File: src/rtl/writeback_stage_if.sv
// Writeback stage bus: instruction-in side, register-file/forwarding side,
// pipeline control and the retire counter.
interface writeback_stage_if #(
    parameter int XLEN       = 32,
    parameter int NUM_SRC    = 4,
    parameter int SEL_W      = $clog2(NUM_SRC),
    parameter int REG_ADDR_W = 5,
    parameter int CNT_W      = 64
);
    logic                      in_valid;
    logic                      in_ready;
    logic                      stall;
    logic                      flush;
    logic [NUM_SRC*XLEN-1:0]   SrcData;
    logic [SEL_W-1:0]          ResultSrc;
    logic [2:0]                LoadFunct3;
    logic [1:0]                ByteOffset;
    logic                      RegWrite;
    logic [REG_ADDR_W-1:0]     Rd;
    logic                      rf_we;
    logic [REG_ADDR_W-1:0]     rf_waddr;
    logic [XLEN-1:0]           rf_wdata;
    logic                      fwd_valid;
    logic                      load_fault;
    logic [CNT_W-1:0]          retired;

    // The writeback stage itself
    modport slave (
        input  in_valid, stall, flush, SrcData, ResultSrc, LoadFunct3,
               ByteOffset, RegWrite, Rd,
        output in_ready, rf_we, rf_waddr, rf_wdata, fwd_valid, load_fault,
               retired
    );

    // The execute/memory side feeding the stage and consuming its results
    modport master (
        output in_valid, stall, flush, SrcData, ResultSrc, LoadFunct3,
               ByteOffset, RegWrite, Rd,
        input  in_ready, rf_we, rf_waddr, rf_wdata, fwd_valid, load_fault,
               retired
    );
endinterface

File: src/rtl/writeback_stage.sv
// Register-writeback stage: picks one of NUM_SRC results, formats load data
// by width/sign/byte lane, flags bad loads, drops x0 writes, and registers
// the register-file write port one cycle after acceptance. Also counts
// retired instructions.
module writeback_stage #(
    parameter int XLEN       = 32,
    parameter int NUM_SRC    = 4,
    parameter int SEL_W      = $clog2(NUM_SRC),
    parameter int REG_ADDR_W = 5,
    parameter int CNT_W      = 64
) (
    input  logic              clk,
    input  logic              rst_n,
    writeback_stage_if.slave  wb
);

    // Extract the addressed byte/half/word and extend it to XLEN.
    function automatic logic [XLEN-1:0] fmtLoad(
        input logic [XLEN-1:0] raw,
        input logic [2:0]      f3,
        input logic [1:0]      off
    );
        logic signed [7:0]  b;
        logic signed [15:0] h;
        logic signed [31:0] w;
        b = raw[{off, 3'b000} +: 8];
        h = raw[{off[1], 4'b0000} +: 16];
        w = raw[31:0];
        case (f3)
            3'b000:  fmtLoad = XLEN'(b);
            3'b001:  fmtLoad = XLEN'(h);
            3'b010:  fmtLoad = XLEN'(w);
            3'b100:  fmtLoad = XLEN'($unsigned(b));
            3'b101:  fmtLoad = XLEN'($unsigned(h));
            default: fmtLoad = '0;
        endcase
    endfunction

    // Illegal load encodings and lane misalignment.
    function automatic logic isFault(
        input logic [2:0] f3,
        input logic [1:0] off
    );
        case (f3)
            3'b000, 3'b100: isFault = 1'b0;
            3'b001, 3'b101: isFault = off[0];
            3'b010:         isFault = (off != 2'b00);
            default:        isFault = 1'b1;
        endcase
    endfunction

    logic            vld_p0;
    logic            isLoad_p0;
    logic            fault_p0;
    logic            we_p0;
    logic [XLEN-1:0] selData_p0;

    assign wb.in_ready  = !wb.stall;
    assign wb.fwd_valid = wb.rf_we;

    // ---- stage p0: source select, load formatting, write qualification ----
    // Combinational decode of the presented instruction.
    always_comb begin
        selData_p0 = '0;
        for (int k = 0; k < NUM_SRC; k++) begin
            if (wb.ResultSrc == SEL_W'(k)) begin
                selData_p0 = (k == 1)
                    ? fmtLoad(wb.SrcData[k*XLEN +: XLEN], wb.LoadFunct3, wb.ByteOffset)
                    : wb.SrcData[k*XLEN +: XLEN];
            end
        end
        isLoad_p0 = (wb.ResultSrc == SEL_W'(1));
        fault_p0  = isLoad_p0 && isFault(wb.LoadFunct3, wb.ByteOffset);
        vld_p0    = wb.in_valid && !wb.stall && !wb.flush;
        we_p0     = vld_p0 && wb.RegWrite && (wb.Rd != '0) && !fault_p0;
    end

    // ---- stage p1: registered write port, fault pulse and retire count ----
    // Output register; address/data hold between accepts so a write never repeats.
    always_ff @(posedge clk or negedge rst_n) begin
        if (!rst_n) begin
            wb.rf_we      <= 1'b0;
            wb.load_fault <= 1'b0;
            wb.rf_waddr   <= '0;
            wb.rf_wdata   <= '0;
            wb.retired    <= '0;
        end else begin
            wb.rf_we      <= we_p0;
            wb.load_fault <= vld_p0 && fault_p0;
            if (vld_p0) begin
                wb.rf_waddr <= wb.Rd;
                wb.rf_wdata <= selData_p0;
                wb.retired  <= wb.retired + CNT_W'(1);
            end
        end
    end

endmodule

File: src/flat_wrapper.sv
// flat-port wrapper written by rule: the top's interface ports become plain ports
module writeback_stage_flat 
#(
    parameter int XLEN       = 32,
    parameter int NUM_SRC    = 4,
    parameter int SEL_W      = $clog2(NUM_SRC),
    parameter int REG_ADDR_W = 5,
    parameter int CNT_W      = 64
)
  (clk, rst_n, wb_in_valid, wb_stall, wb_flush, wb_SrcData, wb_ResultSrc, wb_LoadFunct3, wb_ByteOffset, wb_RegWrite, wb_Rd, wb_in_ready, wb_rf_we, wb_rf_waddr, wb_rf_wdata, wb_fwd_valid, wb_load_fault, wb_retired);
  writeback_stage_if #(.XLEN(XLEN), .NUM_SRC(NUM_SRC), .SEL_W(SEL_W), .REG_ADDR_W(REG_ADDR_W), .CNT_W(CNT_W)) wb_i ();
  input  logic clk;
  input  logic rst_n;
  input wire logic [$bits(wb_i.in_valid)-1:0] wb_in_valid;
  input wire logic [$bits(wb_i.stall)-1:0] wb_stall;
  input wire logic [$bits(wb_i.flush)-1:0] wb_flush;
  input wire logic [$bits(wb_i.SrcData)-1:0] wb_SrcData;
  input wire logic [$bits(wb_i.ResultSrc)-1:0] wb_ResultSrc;
  input wire logic [$bits(wb_i.LoadFunct3)-1:0] wb_LoadFunct3;
  input wire logic [$bits(wb_i.ByteOffset)-1:0] wb_ByteOffset;
  input wire logic [$bits(wb_i.RegWrite)-1:0] wb_RegWrite;
  input wire logic [$bits(wb_i.Rd)-1:0] wb_Rd;
  output wire logic [$bits(wb_i.in_ready)-1:0] wb_in_ready;
  output wire logic [$bits(wb_i.rf_we)-1:0] wb_rf_we;
  output wire logic [$bits(wb_i.rf_waddr)-1:0] wb_rf_waddr;
  output wire logic [$bits(wb_i.rf_wdata)-1:0] wb_rf_wdata;
  output wire logic [$bits(wb_i.fwd_valid)-1:0] wb_fwd_valid;
  output wire logic [$bits(wb_i.load_fault)-1:0] wb_load_fault;
  output wire logic [$bits(wb_i.retired)-1:0] wb_retired;
  assign wb_i.in_valid = wb_in_valid;
  assign wb_i.stall = wb_stall;
  assign wb_i.flush = wb_flush;
  assign wb_i.SrcData = wb_SrcData;
  assign wb_i.ResultSrc = wb_ResultSrc;
  assign wb_i.LoadFunct3 = wb_LoadFunct3;
  assign wb_i.ByteOffset = wb_ByteOffset;
  assign wb_i.RegWrite = wb_RegWrite;
  assign wb_i.Rd = wb_Rd;
  assign wb_in_ready = wb_i.in_ready;
  assign wb_rf_we = wb_i.rf_we;
  assign wb_rf_waddr = wb_i.rf_waddr;
  assign wb_rf_wdata = wb_i.rf_wdata;
  assign wb_fwd_valid = wb_i.fwd_valid;
  assign wb_load_fault = wb_i.load_fault;
  assign wb_retired = wb_i.retired;
  writeback_stage #(.XLEN(XLEN), .NUM_SRC(NUM_SRC), .SEL_W(SEL_W), .REG_ADDR_W(REG_ADDR_W), .CNT_W(CNT_W)) u_core (.clk(clk), .rst_n(rst_n), .wb(wb_i));
endmodule
File: config.mk
export PLATFORM = sky130hd
export DESIGN_NAME = writeback_stage_flat
export DESIGN_NICKNAME = d
export VERILOG_FILES = /design/src/rtl/writeback_stage_if.sv /design/src/rtl/writeback_stage.sv /design/src/flat_wrapper.sv
export SDC_FILE = /design/constraint.sdc
export NUM_CORES = 1
export LEC_CHECK = 0
export CAP_MARGIN = 10
export CORE_MARGIN = 2
export CORE_UTILIZATION = 43
export CTS_CLUSTER_SIZE = 28
export DETAILED_ROUTE_END_ITERATION = 7
export GPL_TIMING_DRIVEN = 0
export PLACE_DENSITY = 0.82
export SLEW_MARGIN = 25
export SYNTH_ARGS = -nofsm -noshare
export SYNTH_HDL_FRONTEND = slang
export SYNTH_SLANG_ARGS = --single-unit
File: constraint.sdc
create_clock -name clk -period 2.04 [get_ports clk]
set_input_delay 0.306 -clock clk [delete_from_list [all_inputs] [get_ports clk]]
set_output_delay 0.306 -clock clk [all_outputs]
set_load 0.1 [all_outputs]
After elaboration in Yosys (flattened, before gate mapping):

Cells that the tools add are included.

* flip-flop bits (word level): 103
* input bits: 146
* output and inout port bits: 105
* logic and storage cells: 37

* $add $sub $neg: 1
* equality and inequality tests: 7
* shifts and indexed selects: 2
* multiplexer cells: 6
* reduce and logical (&&, ||, !) cells: 16

Operators by type and width (count)
* one-hot mux 32 bit (5 select lines): 1
* 2-to-1 mux 32 bit: 4
* adder 64 x 1 -> 64 bit (second input constant): 1
* variable part select 32 x 6 -> 16 bit: 1
* variable part select 32 x 6 -> 8 bit: 1
* logical AND 1 bit: 7
* == test 3 bit (second input constant): 2
* nonzero test 5 bit: 1
* == test 2 bit (second input constant): 2
* OR reduction 2 bit: 2
* == test 3 x 1 -> 1 bit (second input constant): 1
* == test 3 x 2 -> 1 bit (second input constant): 1
* logical NOT 1 bit: 3
* logical NOT 3 bit: 1
* one-hot mux 1 bit (3 select lines): 1
* == test 2 x 1 -> 1 bit (second input constant): 1
* logical NOT 2 bit: 1
* nonzero test 2 bit: 1

Logic depth before layout (Yosys ltp):

Gate-level depths: netlist of run 1.

* depth after elaboration: 6
* mapped depth: 8
* depth with buffers taken out: 5

Worst setup path after synthesis of run 1:

No wires, ideal clock.

* path kind: flip-flop to flip-flop
* from: reg u_core.wb.retired[16] (netlist name)
* to: reg u_core.wb.retired[48] (netlist name)
* library setup time: 162 ps
* arrival time: 2353 ps
* data required time: 1878 ps
* slack: -474 ps
* stages on the path, launching flop included: 6
* buffers on the path: 0
* period minus slack after synthesis: 2514 ps
* cell sequence: dfrtp_1 nand4_1 nor4_4 nand4_1 nor3_1 xor2_1

* longest elaborated chain between the ends: 1

Ends and longest elaborated chain
* start: declaration: line writeback_stage_if.sv:32 `retired`
* start signal: assignment: line writeback_stage.sv:93 `wb.retired <= wb.retired + CNT_W'(1);`
* adder 64 x 1 -> 64 bit: line writeback_stage.sv:93

No other way between the ends.
A chain may end at the register's enable or synchronous reset.

Worst setup path in the final report of run 1:

* from: reg u_core.wb.retired[3] (netlist name)
* to: out wb_retired[3]

RTL lines
* end: declaration: line flat_wrapper.sv:29 `output wire logic [$bits(wb_i.retired)-1:0] wb_retired;`

No word-level cell between the ends.

==> results.sh, run 1 <==
export IMPL_design_die_area_um2=14370
export IMPL_synth_commonest_cells="dfrtp_1, nand2_1, xnor2_1"
export IMPL_final_cell_area_um2=8892
export IMPL_peakVddDrop_uv=529.7
export IMPL_r2r_end="u_core.wb.retired[60]"
export IMPL_setup_tns_ps=0
export IMPL_maxSlewHeadroom_pct=31.83
export IMPL_p_leak_nw=3.921
export IMPL_yosysMostFrequentCell="dfrtp_1"
export IMPL_core_area_um2=13190
export IMPL_cts_buffers_inserted=9
export IMPL_ioPinCount=251
export IMPL_post_route_min_period_ps=2003
export IMPL_hold_violations=0
export IMPL_max_stage_delay_ps=900
export IMPL_viasPerCell=5.662
export IMPL_skew_ps=8.204
export IMPL_cp_top_family="buffers and inverters"
export IMPL_fin_cells=1031
export IMPL_synthFlopType="dfrtp_1"
export IMPL_worstRegToRegCells=5
export IMPL_yosys_mux_area_fraction_pct=7.737
export IMPL_critical_path_slowest_cell="dlygate4sd2_1"
export IMPL_grt_usage_pct=27.41
export IMPL_ant_nets=0
export IMPL_synth_area_um2=5773
export IMPL_n_antenna_cell=0
export IMPL_dp_slack_ps=-552.8
export IMPL_max_freq_mhz=499.2
export IMPL_grt_pass1_vias=5956
export IMPL_synth_compound_area_share_pct=14.33
export IMPL_powerDensity_nw_per_um2=736.4
export IMPL_netlist_top_cell_by_area="dfrtp_1"
export IMPL_place_area_um2=8613
export IMPL_drv_cap=0
export IMPL_finish_net_count=997
export IMPL_synth_top_cell_area_share_pct=44.65
export IMPL_place_inst=1011
export IMPL_gp_congestion=0.9161
export IMPL_synth_edf_count=0
export IMPL_holdWs_ps=453.6
export IMPL_yosys_area_share_simple_pct=20.52
export IMPL_clkTransAtPathRegs_ps=80
export IMPL_die_h_um=119.9
export IMPL_wl_mm=19.52
export IMPL_fill_cells=1098
export IMPL_final_util_pct=67.42
export IMPL_grt_max_degree=55
export IMPL_critPathMaxFanout=4
export IMPL_start_kind="flop"
export IMPL_synth_area_leaders="dfrtp_1, mux2_2, xnor2_1"
export IMPL_antenna_found_initial=0
export IMPL_drt_initial_drc_count=457
export IMPL_die_x_um=119.9
export IMPL_std_cell_rows=42
export IMPL_crit_buf_inv=1
export IMPL_numPortBuffers=246
export IMPL_cts_root_buffer="clkbuf_16"
export IMPL_finalCritPeriodShare_pct=98.19
export IMPL_ys_seq_elements=103
export IMPL_hpwl_mm=15.40
export IMPL_wl_per_cell_um=18.94
export IMPL_synth_distinct_cells=52
export IMPL_synth_top_family_by_area="simple AND/OR/NAND/NOR gates"
export IMPL_path_cells="dlygate4sd2_1"
export IMPL_yosys_warnings=0
export IMPL_tritoncts="done"
export IMPL_r2r_slack_ps=70
export IMPL_start_util_pct=43.77
export IMPL_dr_total_vias=5838
export IMPL_drt_pre_antenna_iters=5
export IMPL_synthArstFlopShare_pct=100.0
export IMPL_critical_path_required_ps=1730
export IMPL_rsz0062_at_grt="true"
export IMPL_synth_xor_area_share_pct=9.558
export IMPL_tightest_slew_ps=1027
export IMPL_r2r_start="u_core.wb.retired[11]"
export IMPL_path_class="flop to output pin"
export IMPL_worst_setup_path_end_kind="output pin"
export IMPL_clock_tree_buffer_depth=2
export IMPL_power_mw=6.548
export IMPL_remaining_drc_errors=0
export IMPL_synth_yosys_seq_area_share_pct=44.65
export IMPL_synth_fa_ha_area_share_pct=0.2167
export IMPL_grt_pass1_wl_mm=31.02
export IMPL_syn_num_nets=735
export IMPL_fin_ws_ps=36.92
export IMPL_setup_violations=0
export IMPL_area_growth_pct=54.03
export IMPL_clk_latency_ps=350
export IMPL_drive_above_1_share_pct=17.43
export IMPL_finalMaxSlewViolations=0
export IMPL_htree_num_levels=3
export IMPL_overflow=0
export IMPL_status="completed"
export IMPL_hold_path_class="primary input to async pin"
export IMPL_clkSinkCount=103
export IMPL_synthCells=588
export IMPL_arrival_ps=1700
export IMPL_avgSynthCellArea_um2=9.818
[worst max-delay path by stage]
stage                                from                     to  slack, ps  cells after the start
detailed placement               wb_stall  u_core.wb.retired[59]       -550                      6
finish               u_core.wb.retired[3]          wb_retired[3]         40                      1
floorplan           u_core.wb.retired[16]  u_core.wb.retired[48]          7                      5
CTS                              wb_flush  u_core.wb.retired[47]          5                      6
global route        u_core.wb.retired[11]  u_core.wb.retired[60]        -40                      5
global placement                    rst_n  u_core.wb.retired[16]      -3800                      1
[sequential cells by signal (all words and copies together), names as in the netlist]
name                  cells
u_core.wb.rf_wdata       32
u_core.wb.load_fault      1
u_core.wb.rf_waddr        5
u_core.wb.retired        64
u_core.wb.fwd_valid       1
[timing repair]
action / CTS / global route
endpoints found under the hold margin: 49 / 0
endpoints found under the setup margin: 136 / 48
hold buffers: 1 / 0
buffers inserted: 2 / 1
pin swaps: 3 / 1
gates resized for setup: 113 / 19
[power breakdown]
part	total (mW)	internal [mW]	switching, mW
Combinational	2.45	0.639	1.81
Sequential	2.38	2.24	0.146
Clock	1.72	0.868	0.852
Total	6.55	3.74	2.80
[metal layers]
layer	share of wire (%)	vias up	GRT usage, %	routed length [µm]
met5	0	-	0	0
met4	2.4	0	8.824	462
met3	7.1	29	5.038	1388
met2	51	266	49.00	9986
met1	39	2866	33.35	7686
li1	-	2677	-	-
[layout make-up]
cell class	count	area [µm²]	share of cell area, %
Inverter	12	48.80	0.5488
Clock buffer	9	225.2	2.533
Sequential cell	103	2690	30.25
Buffer	31	146.4	1.646
Multi-Input combinational cell	442	3097	34.82
Clock inverter	7	71.32	0.8020
Timing Repair Buffer	251	2394	26.92
Tap cell	176	220.2	2.476
[cells by family after synthesis]
kind of cell	Yosys count
compound gates	114
buf+inv	43
mux	40
xor+xnor	63
flops	103
simple gates	224
fa+ha+maj	1
[cell usage in the layout (no fill, tap or decap), drive strengths merged, types with 5 or more instances in the layout]
master         netlist  layout
mux2                37      37
nand3               38      38
nor4                 7       7
nor3                13      13
dlygate4sd2          0     106
o22a                 9       9
dfrtp              103     103
o21ai               26      26
nand2               66      66
and3                 9       9
and4                 9       9
xnor2               39      39
a21oi               24      24
nand2b               5       5
a221o               20      20
and2                 7       7
clkbuf              20      30
a22oi                7       7
nor2                35      35
inv                 12      16
xor2                24      24
a221oi               9       9
a22o                 9       9
clkdlybuf4s50        0     138
buf                 11      15
nand4               23      23
Note: power is estimated with default switching activity, not from simulation.
==> run 2, diff against run 1 <==
- ABC_CLOCK_PERIOD_IN_PS: default -> 2040
==> results of run 2 <==
Final layout, timing and power as in run 1 (identical DEF).
==> run 3, diff against run 2 <==
- CAP_MARGIN: 10 -> default
- GPL_ROUTABILITY_DRIVEN: default -> 0
==> results.sh, run 3 (synthesized netlist as in run 1, its figures left out) <==
export IMPL_powerDensity_nw_per_um2=740.2
export IMPL_ioPinCount=251
export IMPL_post_route_min_period_ps=2005
export IMPL_status="completed"
export IMPL_antenna_found_initial=0
export IMPL_crit_buf_inv=1
export IMPL_cp_top_family="buffers and inverters"
export IMPL_p_leak_nw=3.925
export IMPL_numPortBuffers=246
export IMPL_path_class="flop to output pin"
export IMPL_drive_above_1_share_pct=17.41
export IMPL_arrival_ps=1700
export IMPL_viasPerCell=5.718
export IMPL_netSwitchingFraction_pct=41.75
export IMPL_maxSlewHeadroom_pct=31.17
export IMPL_hpwl_mm=15.23
export IMPL_remaining_drc_errors=0
export IMPL_power_share_clock_pct=26.7
export IMPL_fin_cells=1032
export IMPL_wl_per_cell_um=18.88
export IMPL_p_comb_share_pct=37.2
export IMPL_critical_path_required_ps=1730
export IMPL_clk_latency_ps=350
export IMPL_hold_path_class="primary input to async pin"
export IMPL_clkSinkCount=103
export IMPL_largest_reg_flops=64
export IMPL_skew_ps=5.376
export IMPL_final_common_cell="clkdlybuf4s50_1"
export IMPL_max_freq_mhz=498.8
export IMPL_finalMaxSlewViolations=0
export IMPL_dp_slack_ps=-535.8
export IMPL_cts_buffers_inserted=9
export IMPL_tightest_slew_ps=1037
export IMPL_grt_usage_pct=27.04
export IMPL_wl_mm=19.49
export IMPL_critical_path_slowest_cell="dlygate4sd2_1"
export IMPL_finalCritPeriodShare_pct=98.28
export IMPL_regMostFlops="u_core.wb.retired"
export IMPL_n_antenna_cell=0
export IMPL_grt_pass1_vias=5956
export IMPL_grt_max_degree=61
export IMPL_top_regs="u_core.wb.retired: 64 flops, u_core.wb.rf_wdata: 32 flops, u_core.wb.rf_waddr: 5 flops"
export IMPL_drv_cap=0
export IMPL_power_switching_mw=2.752
export IMPL_htree_num_levels=3
export IMPL_intPower_mw=3.840
export IMPL_layout_cells_most_common_list="clkdlybuf4s50_1, dlygate4sd2_1, nand2_1, dfrtp_1"
export IMPL_cts_root_buffer="clkbuf_16"
export IMPL_grt_pass1_wl_mm=30.31
export IMPL_path_cells="dlygate4sd2_1"
export IMPL_finish_net_count=998
export IMPL_drt_pre_antenna_iters=5
export IMPL_design_die_area_um2=14370
export IMPL_r2r_slack_ps=140
export IMPL_start_util_pct=43.77
export IMPL_dr_total_vias=5901
export IMPL_max_stage_delay_ps=910
export IMPL_hold_violations=0
export IMPL_core_area_um2=13190
export IMPL_fin_ws_ps=35.00
export IMPL_area_growth_pct=54.27
export IMPL_die_x_um=119.9
export IMPL_start_kind="flop"
export IMPL_peakVddDrop_uv=453.3
export IMPL_fill_cells=1074
export IMPL_overflow=0
export IMPL_die_h_um=119.9
export IMPL_clock_tree_buffer_depth=2
export IMPL_setup_violations=0
export IMPL_tritoncts="done"
export IMPL_clkTransAtPathRegs_ps=70
export IMPL_seqPwrFrac_pct=36.0
export IMPL_critPathMaxFanout=4
export IMPL_std_cell_rows=42
export IMPL_ant_nets=0
export IMPL_place_inst=1011
export IMPL_drt_initial_drc_count=375
export IMPL_worst_setup_path_end_kind="output pin"
## run 3: cell types whose count changed in the layout (fill, tap and decap cells not counted), sizes merged, moves of 2 or more
cell	previous run	this run
inv	16	13
buf	15	17
clkinvlp	1	3
dlygate4sd2	106	104
## run 3: cell type report
| cell class | count | area (µm²) | share of cell area [%] |
|---|---|---|---|
| Inverter | 12 | 48.80 | 0.5479 |
| Sequential cell | 103 | 2690 | 30.21 |
| Clock inverter | 6 | 67.56 | 0.7586 |
| Timing Repair Buffer | 252 | 2404 | 26.99 |
| Tap cell | 176 | 220.2 | 2.473 |
| Buffer | 31 | 140.1 | 1.573 |
| Clock buffer | 10 | 229.0 | 2.571 |
| Multi-Input combinational cell | 442 | 3107 | 34.88 |
## run 3: stage by stage
step / power, mW / utilization (%) / setup TNS (ps) / hold WS (ps) / area (µm²)
after floorplan: 4.099 / - / 0 / 10.41 / 5896
after global placement: 4.956 / 65.04 / -376550 / 456.0 / 8578
after detailed placement: 4.997 / 65.25 / -24210 / 256.5 / 8607
after CTS: 6.609 / 66.88 / -26.18 / 447.7 / 8821
after global routing: 6.809 / 67.52 / -7.561 / 482.8 / 8906
final: 6.592 / 67.52 / 0 / 445.5 / 8906
## run 3: worst paths after layout
kind,depth (start not counted),end,start
max reg2reg,7,u_core.wb.retired[48],u_core.wb.retired[16]
max in group asynchronous,3,u_core.wb.retired[3],rst_n
min,2,u_core.wb.retired[63],rst_n
min reg2reg,1,u_core.wb.retired[63],u_core.wb.retired[63]
min in group clk,1,u_core.wb.retired[63],u_core.wb.retired[63]
max,1,wb_retired[3],u_core.wb.retired[3]
## run 3: power groups by stage
stage	clock, mW	sequential (mW)	combinational, mW
6_report	1.76	2.38	2.46
5_1_grt	1.87	2.40	2.54
4_1_cts	1.78	2.38	2.45
3_5_place_dp	0	2.43	2.57
3_3_place_gp	0	2.41	2.54
2_1_floorplan	0	3.70	0.396
## run 3: repair_timing
action                                  in CTS  in global routing
buffers inserted                             2                  2
hold buffers                                 1                  0
pin swaps                                    4                  4
gates resized for setup                    111                 20
endpoints found under the hold margin       43                  0
endpoints found under the setup margin     133                 46
## run 3: per-layer routing
layer	up-vias	track usage [%]	share of wire, %
li1	2685	-	-
met1	2871	31.34	38
met2	298	48.93	52
met3	47	4.468	6.8
met4	0	12.06	3.6
met5	-	0	0
